==> config.mk <==
export PLATFORM = sky130hd
export DESIGN_NAME = varredura_matriz_pisca
export DESIGN_NICKNAME = d
export VERILOG_FILES = /design/src/rtl/varredura_matriz_pisca.sv
export SDC_FILE = /design/constraint.sdc
export NUM_CORES = 1
export LEC_CHECK = 0
export CORE_ASPECT_RATIO = 0.9
export CORE_UTILIZATION = 46
export DETAILED_ROUTE_END_ITERATION = 8
export PLACE_DENSITY = 0.76
export RECOVER_POWER = 50
export SYNTH_ARGS = -nofsm -noshare
export SYNTH_HDL_FRONTEND = slang
export SYNTH_SLANG_ARGS = --single-unit
==> constraint.sdc <==
create_clock -name clock -period 2.36 [get_ports clock]
set_clock_uncertainty 0.2 [all_clocks]
set_input_delay 0.472 -clock clock [delete_from_list [all_inputs] [get_ports clock]]
set_output_delay 0.472 -clock clock [all_outputs]
set_load 0.005 [all_outputs]
==> src/rtl/varredura_matriz_pisca.sv <==
// Multiplexed 5x7 LED matrix scan driver with per-frame input snapshot,
// per-cell blink masks and an optional blanking cycle at the start of each column slot.
module varredura_matriz_pisca #(
  parameter int CICLOS_COLUNA = 2,
  parameter bit APAGAR        = 1'b1,
  parameter int QUADROS_PISCA = 19
) (
  input  logic       clock,
  input  logic       reset_n,
  input  logic [6:0] coluna1,
  input  logic [6:0] coluna2,
  input  logic [6:0] coluna3,
  input  logic [6:0] coluna4,
  input  logic [6:0] coluna5,
  input  logic [6:0] pisca1,
  input  logic [6:0] pisca2,
  input  logic [6:0] pisca3,
  input  logic [6:0] pisca4,
  input  logic [6:0] pisca5,
  output logic [4:0] colunas,
  output logic [6:0] linhas,
  output logic       fim_quadro
);
  localparam int KW = (CICLOS_COLUNA > 1) ? $clog2(CICLOS_COLUNA) : 1;
  localparam int QW = (QUADROS_PISCA > 1) ? $clog2(QUADROS_PISCA) : 1;
  localparam logic [KW-1:0] K_ULT = KW'(CICLOS_COLUNA - 1);
  localparam logic [QW-1:0] Q_ULT = QW'(QUADROS_PISCA - 1);

  logic [2:0]      col_i, col_i_nxt;
  logic [KW-1:0]   slot_k, slot_k_nxt;
  logic [QW-1:0]   quadro_q, quadro_q_nxt;
  logic            fase, fase_nxt;
  logic            entra;
  logic [4:0][6:0] img, msk;
  logic [4:0][6:0] sh_img, sh_msk, sh_img_nxt, sh_msk_nxt;
  logic [4:0]      colunas_nxt;
  logic [6:0]      linhas_nxt;
  logic            fim_nxt;

  assign img   = {coluna5, coluna4, coluna3, coluna2, coluna1};
  assign msk   = {pisca5, pisca4, pisca3, pisca2, pisca1};
  // the edge leaving the last slot is the edge that starts a new frame
  assign entra = (col_i == 3'd4) && (slot_k == K_ULT);

  always_ff @(posedge clock or negedge reset_n) begin
    if (!reset_n) begin
      col_i      <= 3'd4;
      slot_k     <= K_ULT;
      quadro_q   <= '0;
      fase       <= 1'b0;
      sh_img     <= '0;
      sh_msk     <= '0;
      colunas    <= 5'h1F;
      linhas     <= '0;
      fim_quadro <= 1'b0;
    end else begin
      col_i      <= col_i_nxt;
      slot_k     <= slot_k_nxt;
      quadro_q   <= quadro_q_nxt;
      fase       <= fase_nxt;
      sh_img     <= sh_img_nxt;
      sh_msk     <= sh_msk_nxt;
      colunas    <= colunas_nxt;
      linhas     <= linhas_nxt;
      fim_quadro <= fim_nxt;
    end
  end

  always_comb begin
    col_i_nxt    = col_i;
    slot_k_nxt   = slot_k + 1'b1;
    quadro_q_nxt = quadro_q;
    fase_nxt     = fase;
    sh_img_nxt   = sh_img;
    sh_msk_nxt   = sh_msk;
    if (slot_k == K_ULT) begin
      slot_k_nxt = '0;
      col_i_nxt  = (col_i == 3'd4) ? 3'd0 : col_i + 3'd1;
    end
    if (entra) begin
      sh_img_nxt = img;
      sh_msk_nxt = msk;
      if (quadro_q == Q_ULT) begin
        quadro_q_nxt = '0;
        fase_nxt     = ~fase;
      end else begin
        quadro_q_nxt = quadro_q + 1'b1;
      end
    end
  end

  // outputs decode the state being entered so they stay registered with no lag
  always_comb begin
    colunas_nxt = ~(5'b00001 << col_i_nxt);
    linhas_nxt  = sh_img_nxt[col_i_nxt] & ~(sh_msk_nxt[col_i_nxt] & {7{fase_nxt}});
    fim_nxt     = (col_i_nxt == 3'd4) && (slot_k_nxt == K_ULT);
    if (APAGAR && (slot_k_nxt == '0)) begin
      colunas_nxt = 5'h1F;
      linhas_nxt  = '0;
    end
  end
endmodule

# --- Word-level counts from Yosys, hierarchy flattened ---
# Index checks and enable logic that the tools add are counted.
op_classes:
  addsub: 3
  magnitude_cmp: 1
  eq_ne: 3
  n_shift: 1
  muxes: 14
  bitwise: 5
  n_reduce_logical: 2
op_table:
  columns: ["op", "count"]
  rows:
  - ["two-way mux 35 bit", 2]
  - ["binary-select mux 7 bit (select 3 bit)", 2]
  - ["two-way mux 7 bit", 3]
  - ["bitwise AND 7 bit", 2]
  - ["two-way mux 5 bit", 2]
  - ["NOT 7 bit", 1]
  - ["== test 3 bit, second input constant", 2]
  - ["two-way mux 3 bit", 2]
  - ["adder 5 x 1 -> 5 bit, second input constant", 1]
  - ["== test 5 bit, second input constant", 1]
  - ["NOT 5 bit", 1]
  - ["<< shifter 1 x 3 -> 5 bit, first input constant", 1]
  - ["less-than comparator 3 x 4 -> 1 bit, second input constant", 1]
  - ["adder 3 x 1 -> 3 bit, second input constant", 1]
  - ["two-way mux 1 bit", 3]
  - ["logical AND 1 bit", 2]
  - ["adder 1 bit, second input constant", 1]
  - ["NOT 1 bit", 1]
totals:
  register_bits: 93

# --- Depth between registers and ports, before layout ---
# Gate-level depths: netlist of the first run.
depth:
  depth_word: 9
  depth_mapped: 11

# --- Least setup slack after synthesis of the first run ---
# No wires, ideal clock.
synth_timing:
  path_kind: "register -> register"
  from: "register col_i[0]"
  to: "register linhas[6]"
  setup_time_ps: 143
  t_arrival_ps: 2048
  t_required_ps: 2017
  slack_ps: -31
  stages_incl_launch_ff: 9
  period_less_slack_ps: 2391
  cell_sequence: "dfrtp_1 > inv_1 > ha_1 > and2_1 > o32ai_1 > clkbuf_1 > a32oi_1 > a31oi_1 > a221oi_1"
synth_via:
  elab_chain_cells: 9
  word_cells_on_any_way: 16
synth_lines:
  columns: ["item", "line", "text"]
  rows:
  - ["start: declaration", "29", "logic [2:0] col_i, col_i_nxt;"]
  - ["start signal: assignment", "57", "col_i <= col_i_nxt;"]
  - ["adder 3 x 1 -> 3 bit or == test 3 bit (tied branches)", "78, 43", null]
  - ["two-way mux 3 bit or logical AND 1 bit (tied branches)", "78, 43", null]
  - ["two-way mux 3 bit or two-way mux 35 bit (tied branches)", "76, 80", null]
  - ["binary-select mux 7 bit (select 3 bit)", "95", "linhas_nxt = sh_img_nxt[col_i_nxt] & ~(sh_msk_nxt[col_i_nxt] & {7{fase_nxt}});"]
  - ["two-way mux 7 bit (implied by the code)", "95", null]
  - ["bitwise AND 7 bit", "95", null]
  - ["NOT 7 bit", "95", null]
  - ["bitwise AND 7 bit *", "95", null]
  - ["two-way mux 7 bit *", "97", "if (APAGAR && (slot_k_nxt == '0)) begin"]
  - ["via linhas_nxt[6]", "37", "logic [6:0] linhas_nxt;"]
  - ["end signal: assignment", "64", "linhas <= linhas_nxt;"]
  - ["end: declaration", "21", "output logic [6:0] linhas,"]
# Mark *: on every way through the listed nets, which the timed path passes. The rest lies on a longest branch. The select of a mux whose other input is x is not followed.
# A chain may end at the register's enable or synchronous reset.

# --- Worst setup path after layout of the first run ---
layout_timing:
  from: "register col_i[1]"
  to: "register linhas[2]"
# The elaborated chain is that of the path after synthesis.

==> results.ini, run 1 <==
[cts]
clkTransAtPathRegs_ns=0.09
worstSkewPairLatency_ns=0.36
cts_htree_levels=3
numCtsBuffers=9
clk_path_buf_depth=2
root_buffer=clkbuf_8
clock-sinks=93
cts_tree=yes

[sta]
finalMaxSlewViolations=0
slew_headroom_pct=37.99
setup_viol=6
setup_slack_ns=-0.05065
fmax_mhz=414.8
holdWs_ns=0.2789
rsz0062_at_grt=yes
final_hold_viol_count=0
min_period_over_period_pct=102.1
tns_ns=-0.1510
worst_slew_pin_slew_ns=0.9301
period_needed_ns=2.411

[global_routing]
grt_use_total_pct=23.84
antenna_found_initial=0
grt_pass1_vias=3502
grt-ovfl-total=0
grt_max_degree=39
grt_pass1_wl_mm=16.95

[synth]
syn_nets=469
syn_area_sq_um=4148
ys.flop_type=dfrtp_1
syn_area_per_cell_sq_um=10.55
ys_seq_area_share_pct=56.32
ys_seq_elements=93
synth_most_common_cell=nand2_1
synth_common_cells=nand2_1, dfrtp_1, inv_1
yosysTopAreaCellShare_pct=51.89
synth_area_leader_cell=dfrtp_1
async_reset_ff_share_pct=100.0
synth_area_leaders=dfrtp_1, nand2_1, dfstp_2
synth_cell_types=45
yosys_warnings=0
synth_edf_count=0
syn_inst=393

[power]
vdd_drop_max_v=0.0003063
design_power_total_mw=3.118
p_per_area_nw_per_um2=535.1
leakage_nw=2.736

[critical_path]
r2r-start=col_i[1]$_DFF_PN0_
regToRegSetupSlack_ns=-0.05
crit_required_ns=2.42
r2r_end=linhas[2]$_DFF_PN0_
crit_path_start_kind=flip-flop
endpoint=linhas[2]$_DFF_PN0_
path_max_fanout=10
cp-end-kind=flip-flop
critPathLaunch=col_i[1]$_DFF_PN0_
crit_arrival_ns=2.47
rr_worst_depth=8
worstSetupPathType=reg -> reg

[floorplanning]
die_h_microns=92.09
placeableCoreArea_sq_um=8648
start_util_pct=47.96
rows=32
dieWidth_microns=102.1
design.portCount=85
dieArea_sq_um=9401

[min_path]
hp-class=reg -> reg
hold_path_depth=2

[drt]
drt_wl_total_mm=10.62
wl_met3_microns=533
ant_nets=0
wl_met2_mm=5.348
viasPerCell=5.338
vias=3384
met1_length_mm=4.535
wl_per_cell_microns=16.75
drc=0
drt_pass1_iterations=6
drtIter0Drc=150
routed.top_layer=met4

[place]
preCtsSetupSlack_ns=-0.1264
place.port_buffers=84
gp_congestion=0.8743
dp_hpwl_mm=7.466

[flow_run]
maxCapViolCount=0

[final_layout]
nNetsFinal=586
num_antenna_cells=0
syn2layout_area_growth_pct=40.48
fin_util_pct=67.38
layout-drive-gt1-share_pct=23.50

[run_status]
violations=setup timing
status=finished with violations

==> registers in the layout, indices dropped and copies added (netlist names) <==
| register | count |
|---|---|
| fase | 1 |
| fim_quadro | 1 |
| colunas | 5 |
| slot_k | 1 |
| quadro_q | 5 |
| col_i | 3 |
| sh_msk | 35 |
| sh_img | 35 |
| linhas | 7 |
==> timing repair <==
| item | 4_1_cts | 5_1_grt |
|---|---|---|
| buffers inserted | 0 | 3 |
| endpoints found under the hold margin | 29 | 0 |
| hold buffers | 1 | 0 |
| pin swaps | 1 | 8 |
| gates resized for setup | 18 | 30 |
| gates cloned | 1 | 1 |
| setup endpoints to repair | 7 | 7 |
==> cells in the final DEF (no fill, tap or decap), drive strengths merged, types with 2 or more instances in the layout <==
master,count
nand2,108
dfrtp,86
clkdlybuf4s50,83
buf,39
inv,27
mux2,20
nor2,17
mux2i,17
o21ai,13
clkbuf,13
nand3,9
and3,8
a32oi,7
a221oi,7
dfstp,7
a311oi,6
a32o,6
or4,6
ha,4
nand2b,3
a21oi,3
o32ai,2
clkinv,2
bufinv,2
and2,2
a31oi,2
==> metal layers <==
layer,vias up,GRT usage [%]
li1,1577,-
met4,0,9.643
met5,-,0
met2,115,38.65
met3,20,3.582
met1,1672,31.95
==> worst min-delay path by stage <==
stage,start,endpoint,slack (ns)
final,sh_img[30]$_DFF_PN0_,sh_img[30]$_DFF_PN0_,0.28
after CTS,sh_msk[11]$_DFF_PN0_,sh_msk[11]$_DFF_PN0_,0.28
after global routing,sh_msk[11]$_DFF_PN0_,sh_msk[11]$_DFF_PN0_,0.30
after floorplan,reset_n,col_i[0]$_DFF_PN0_,-0.02
after detailed placement,sh_img[3]$_DFF_PN0_,sh_img[3]$_DFF_PN0_,0.26
after global placement,sh_img[0]$_DFF_PN0_,sh_img[0]$_DFF_PN0_,0.25
==> metrics by stage <==
step | cells | cell area [sq um]
5_1_grt | 634 | 5827
2_1_floorplan | 393 | 4158
3_3_place_gp | 612 | 5350
3_5_place_dp | 612 | 5350
4_1_cts | 630 | 5659
6_report | 634 | 5827
==> worst max-delay path, stage by stage, from the launching register on <==
cell,delay (ns)
dfrtp_1,0.41
inv_2,0.09
ha_4,0.17
and3_4,0.29
buf_12,0.16
nand2_1,0.07
and3_1,0.14
or4_1,0.55
a221oi_2,0.25
==> report_power, final <==
group | switching [mW] | internal, mW | leakage [nW] | total [mW]
combinational | 0.111 | 0.165 | 1.54 | 0.276
sequential | 0.0229 | 1.66 | 1.09 | 1.68
clock | 0.563 | 0.598 | 0.107 | 1.16
total | 0.697 | 2.42 | 2.74 | 3.12
==> layout make-up <==
cell class	instances	area (sq um)
clock buffer	10	127.6
clock inverter	6	86.33
fill	663	2821
inverter	26	97.59
multi-input combinational	254	1753
sequential	93	2336
tap	119	148.9
timing repair buffer	126	1277
==> logic make-up after synthesis <==
| family | share of synthesized area [%] |
|---|---|
| compound gates | 10.02 |
| buf+inv | 5.641 |
| simple gates | 16.62 |
| fa+ha+maj | 1.207 |
| mux | 9.985 |
| xor+xnor | 0.2112 |
| flops | 56.32 |
(Power assumes the default switching activity.)
==> run 2, diff against run 1 <==
Settings changed: CORE_UTILIZATION 46 to 51, PLACE_DENSITY 0.76 to 0.79.
Clock period 2.36 ns to 2.4 ns, I/O delays scaled along.
==> results.ini, run 2 (synthesis gave the netlist of run 1 again) <==
[cts]
root_buffer=clkbuf_8
clkTransAtPathRegs_ns=0.09
clock-sinks=93
cts_tree=yes
clk_path_buf_depth=2
cts_htree_levels=3
post_cts.repair.setup_buffers=0
numCtsBuffers=9
worstSkewPairLatency_ns=0.36

[final_layout]
syn2layout_area_growth_pct=34.69
nNetsFinal=577
finalInstanceArea_sq_um=5587
num_antenna_cells=0
final_cell_mix=nand2_1, dfrtp_1, clkdlybuf4s50_1
layout-drive-gt1-share_pct=18.97
largestRegisters=sh_img: 35 flops, sh_msk: 35 flops, linhas: 7 flops
final_common_cell=nand2_1

[drt]
drt_pass1_iterations=5
drc=0
wl_met2_mm=5.282
drtIter0Drc=180
wl_met3_microns=541
drt_wl_total_mm=10.38
routed.top_layer=met4
vias=3397
met1_length_mm=4.287
wl_per_cell_microns=17.23
ant_nets=0
viasPerCell=5.643

[power]
p_sw_mw=0.6692
p_per_area_nw_per_um2=526.6
p_sw_share_pct=22.75
power.clock.fraction_pct=34.9
seq_power_share_pct=56.1
p_int_mw=2.272
leakage_nw=2.671
vdd_drop_max_v=0.0003653
comb_power_share_pct=9.0

[sta]
slew_headroom_pct=67.24
rsz0062_at_grt=yes
finalMaxSlewViolations=0
holdWs_ns=0.2721
fmax_mhz=427.1
final_hold_viol_count=0
min_period_over_period_pct=97.57
period_needed_ns=2.342
setup_viol=0
worst_slew_pin_slew_ns=0.4914
setup_slack_ns=0.05842

[min_path]
hold_path_depth=2
hp-class=reg -> reg
holdPathEnd=sh_img[2]$_DFF_PN0_
min_from=sh_img[2]$_DFF_PN0_

[place]
dp_hpwl_mm=7.488
preCtsSetupSlack_ns=-0.06083
place_area_sq_um=5269
place.port_buffers=84
gp_congestion=0.8353

[critical_path]
crit_path_start_kind=flip-flop
crit_required_ns=2.46
r2r_end=linhas[5]$_DFF_PN0_
path_max_fanout=8
regToRegSetupSlack_ns=0.06
crit_arrival_ns=2.41
cp-end-kind=flip-flop
worstSetupPathType=reg -> reg
r2r-start=col_i[2]$_DFF_PN1_
rr_worst_depth=6

[floorplanning]
design.portCount=85
dieWidth_microns=97.06
die_h_microns=87.56
rows=30
start_util_pct=53.90
placeableCoreArea_sq_um=7695
dieArea_sq_um=8498

[global_routing]
grt_pass1_vias=3392
grt-ovfl-total=0
grt_max_degree=42
antenna_found_initial=0
grt_use_total_pct=25.25
grt_pass1_wl_mm=16.63

[flow_run]
maxCapViolCount=0

[run_status]
status=finished, final reports clean

[run 2: changes by cell type in the layout (fill, tap and decap cells not counted), sizes merged]
cell / delta
buf: -7
bufinv: -1
clkbuf: -1
clkinv: -1
clkinvlp: +2
inv: -1
[run 2: worst max path at each step]
stage                                     end  slack (ns)  cells past startpoint               start
after detailed placement  linhas[3]$_DFF_PN0_       -0.06                      8  col_i[0]$_DFF_PN0_
final                     linhas[5]$_DFF_PN0_        0.06                      6  col_i[2]$_DFF_PN1_
after global placement    linhas[3]$_DFF_PN0_        0.04                      8  col_i[1]$_DFF_PN0_
after floorplan           linhas[6]$_DFF_PN0_       0.009                      8  col_i[0]$_DFF_PN0_
after CTS                 linhas[5]$_DFF_PN0_        0.02                      8  col_i[1]$_DFF_PN0_
after global routing      linhas[4]$_DFF_PN0_       -0.04                      8  col_i[0]$_DFF_PN0_
[run 2: repair_timing]
item	in CTS	in global routing
cloned	0	1
hold buffers	1	0
pin swaps	0	1
endpoints found under the hold margin	32	0
resized for setup	5	15
setup endpoints to repair	6	7
[run 2: per-stage QoR]
step                setup TNS, ns  total power, mW  cells  util [%]
CTS                             0            2.960    601     71.32
detailed placement       -0.09954            1.941    584     68.47
global placement                0            1.935    584     68.47
floorplan                       0            1.748    393         -
global route             -0.05060            3.050    602     72.60
finish                          0            2.942    602     72.60
[run 2: routing by layer]
| metal | vias up | GRT usage, % |
|---|---|---|
| met4 | 0 | 10.85 |
| met5 | - | 0 |
| met2 | 107 | 44.05 |
| li1 | 1564 | - |
| met1 | 1702 | 30.62 |
| met3 | 24 | 5.906 |
[run 2: power by group through the flow]
| stage | clock (mW) | sequential, mW | combinational [mW] |
|---|---|---|---|
| floorplan | 0 | 1.67 | 0.0733 |
| CTS | 1.05 | 1.65 | 0.264 |
| global placement | 0 | 1.68 | 0.257 |
| finish | 1.03 | 1.65 | 0.265 |
| detailed placement | 0 | 1.68 | 0.261 |
| global route | 1.10 | 1.66 | 0.290 |
[run 2: area by class of cell]
class	count	area (sq um)
fillers	490	2108
clock inverters	5	61.31
repair buffers	117	1156
multi-input cells	254	1684
inverters	26	97.59
flip-flops and latches	93	2336
well taps	96	120.1
clock buffers	11	131.4
[run 2: worst max-delay path, stage by stage, from the launching register on]
cell,delay (ns)
dfstp_2,0.61
and3_4,0.28
clkbuf_16,0.18
nand2_1,0.09
a32o_1,0.23
or4_1,0.43
a221oi_2,0.23
==> run 3, diff against run 2 <==
Settings changed: CORE_MARGIN set to 1.5.
==> results.ini, run 3 (synthesis gave the netlist of run 1 again) <==
[run_status]
status=finished with violations
violations=setup timing

[global_routing]
grt-ovfl-total=0
antenna_found_initial=0
grt_use_total_pct=26.15
grt_pass1_vias=3471
grt_max_degree=45
grt_pass1_wl_mm=17.27

[final_layout]
syn2layout_area_growth_pct=40.78
final_cell_mix=nand2_1, dfrtp_1, clkdlybuf4s50_1
nNetsFinal=588
final_common_cell=nand2_1
layout-drive-gt1-share_pct=22.63
num_antenna_cells=0
largestRegisters=sh_img: 35 flops, sh_msk: 35 flops, linhas: 7 flops

[sta]
period_needed_ns=2.419
min_period_over_period_pct=100.8
setup_slack_ns=-0.01883
slew_headroom_pct=40.63
finalMaxSlewViolations=0
setup_viol=2
final_hold_viol_count=0
fmax_mhz=413.4
rsz0062_at_grt=yes
holdWs_ns=0.2774
worst_slew_pin_slew_ns=0.8905
tns_ns=-0.02568

[place]
place.port_buffers=84
gp_congestion=0.8267
dp_hpwl_mm=7.438

[floorplanning]
design.portCount=85
dieArea_sq_um=8684
placeableCoreArea_sq_um=7951
rows=31
dieWidth_microns=98.06
start_util_pct=52.16
die_h_microns=88.56

[drt]
drt_wl_total_mm=11.21
drt_pass1_iterations=5
drtIter0Drc=219
viasPerCell=5.565
wl_per_cell_microns=18.19
ant_nets=0
vias=3428
drc=0

[critical_path]
crit_required_ns=2.47
r2r-start=slot_k$_DFF_PN1_
crit_path_start_kind=flip-flop
cp-end-kind=flip-flop
regToRegSetupSlack_ns=-0.02
r2r_end=linhas[4]$_DFF_PN0_
critPathLaunch=slot_k$_DFF_PN1_
path_max_fanout=7
worstSetupPathType=reg -> reg
crit_arrival_ns=2.49
rr_worst_depth=7

[power]
p_sw_mw=0.6570
leakage_nw=2.771
p_per_area_nw_per_um2=556.3
p_int_mw=2.591
comb_power_share_pct=8.4
power.clock.fraction_pct=40.8
p_sw_share_pct=20.23
seq_power_share_pct=50.9
design_power_total_mw=3.248
vdd_drop_max_v=0.0004037

[flow_run]
maxCapViolCount=0

[cts]
cts_htree_levels=3
clk_path_buf_depth=2
clkTransAtPathRegs_ns=0.08
numCtsBuffers=9
cts_tree=yes
clock-sinks=93
worstSkewPairLatency_ns=0.37
root_buffer=clkbuf_8

[min_path]
hp-class=reg -> reg
hold_path_depth=2
holdPathEnd=sh_msk[12]$_DFF_PN0_
min_from=sh_msk[12]$_DFF_PN0_

==> run 3: cell types whose count changed in the layout (fill, tap and decap cells not counted), moves of 2 or more <==
| cell | delta |
|---|---|
| a221oi_1 | -2 |
| a311oi_1 | +2 |
| a311oi_2 | -2 |
| buf_4 | +4 |
| buf_6 | +2 |
| bufinv_16 | +3 |
| clkinvlp_4 | -3 |
| mux2i_1 | -3 |
| mux2i_4 | +2 |
| nand2_1 | -3 |
| nand2_2 | +3 |
| or4_1 | -2 |
| or4_4 | +2 |
==> run 3: per-layer routing <==
layer / vias to the layer above / routed length (microns) / global-route usage (%)
li1: 1583 / - / -
met2: 132 / 5764 / 46.33
met5: - / 0 / 0
met1: 1694 / 4634 / 32.61
met3: 19 / 539 / 5.213
met4: 0 / 266 / 8.831
==> run 3: worst max path at each step <==
stage,endpoint,cells after the start
floorplan,linhas[6]$_DFF_PN0_,8
global placement,linhas[4]$_DFF_PN0_,7
detailed placement,linhas[3]$_DFF_PN0_,7
CTS,linhas[6]$_DFF_PN0_,8
global route,linhas[4]$_DFF_PN0_,7
finish,linhas[4]$_DFF_PN0_,7
==> run 3: final cells by class <==
class                      instances  area, sq um
clock buffer                      12        135.1
clock inverter                     4        120.1
fill                             521         2112
inverter                          26        97.59
multi-input combinational        254         1748
sequential                        93         2336
tap                               99        123.9
timing repair buffer             128         1279
==> run 3: per-stage QoR <==
| stage | cell area, sq um | setup WS [ns] | cells | utilization (%) |
|---|---|---|---|---|
| after global placement | 5303 | -0.04814 | 591 | 66.69 |
| after CTS | 5648 | 0.004186 | 609 | 71.03 |
| after global routing | 5839 | -0.08311 | 616 | 73.44 |
| final | 5839 | -0.01883 | 616 | 73.44 |
| after floorplan | 4148 | 0.008729 | 393 | - |
| after detailed placement | 5303 | -0.1231 | 591 | 66.69 |
==> run 3: power by group through the flow <==
stage	Combinational, mW	Clock (mW)	Sequential (mW)
after floorplan	0.0733	0	1.67
after global placement	0.254	0	1.68
after detailed placement	0.259	0	1.68
after CTS	0.265	1.34	1.65
after global routing	0.298	1.40	1.66
final	0.271	1.32	1.65
==> run 3: repair_timing <==
| action | CTS | global route |
|---|---|---|
| gates resized for setup | 15 | 27 |
| hold endpoints to repair | 29 | 0 |
| buffers inserted | 0 | 6 |
| cloned | 1 | 2 |
| pin swaps | 0 | 5 |
| endpoints found under the setup margin | 7 | 7 |
| hold buffers | 1 | 0 |
==> run 3: critical path, stage by stage (launching register included) <==
cell and delay, ns:
dfstp_2 0.58, buf_4 0.12, buf_4 0.11, o21ai_0 0.12
a21oi_2 0.23, inv_2 0.13, or4_4 0.59, a221oi_4 0.25
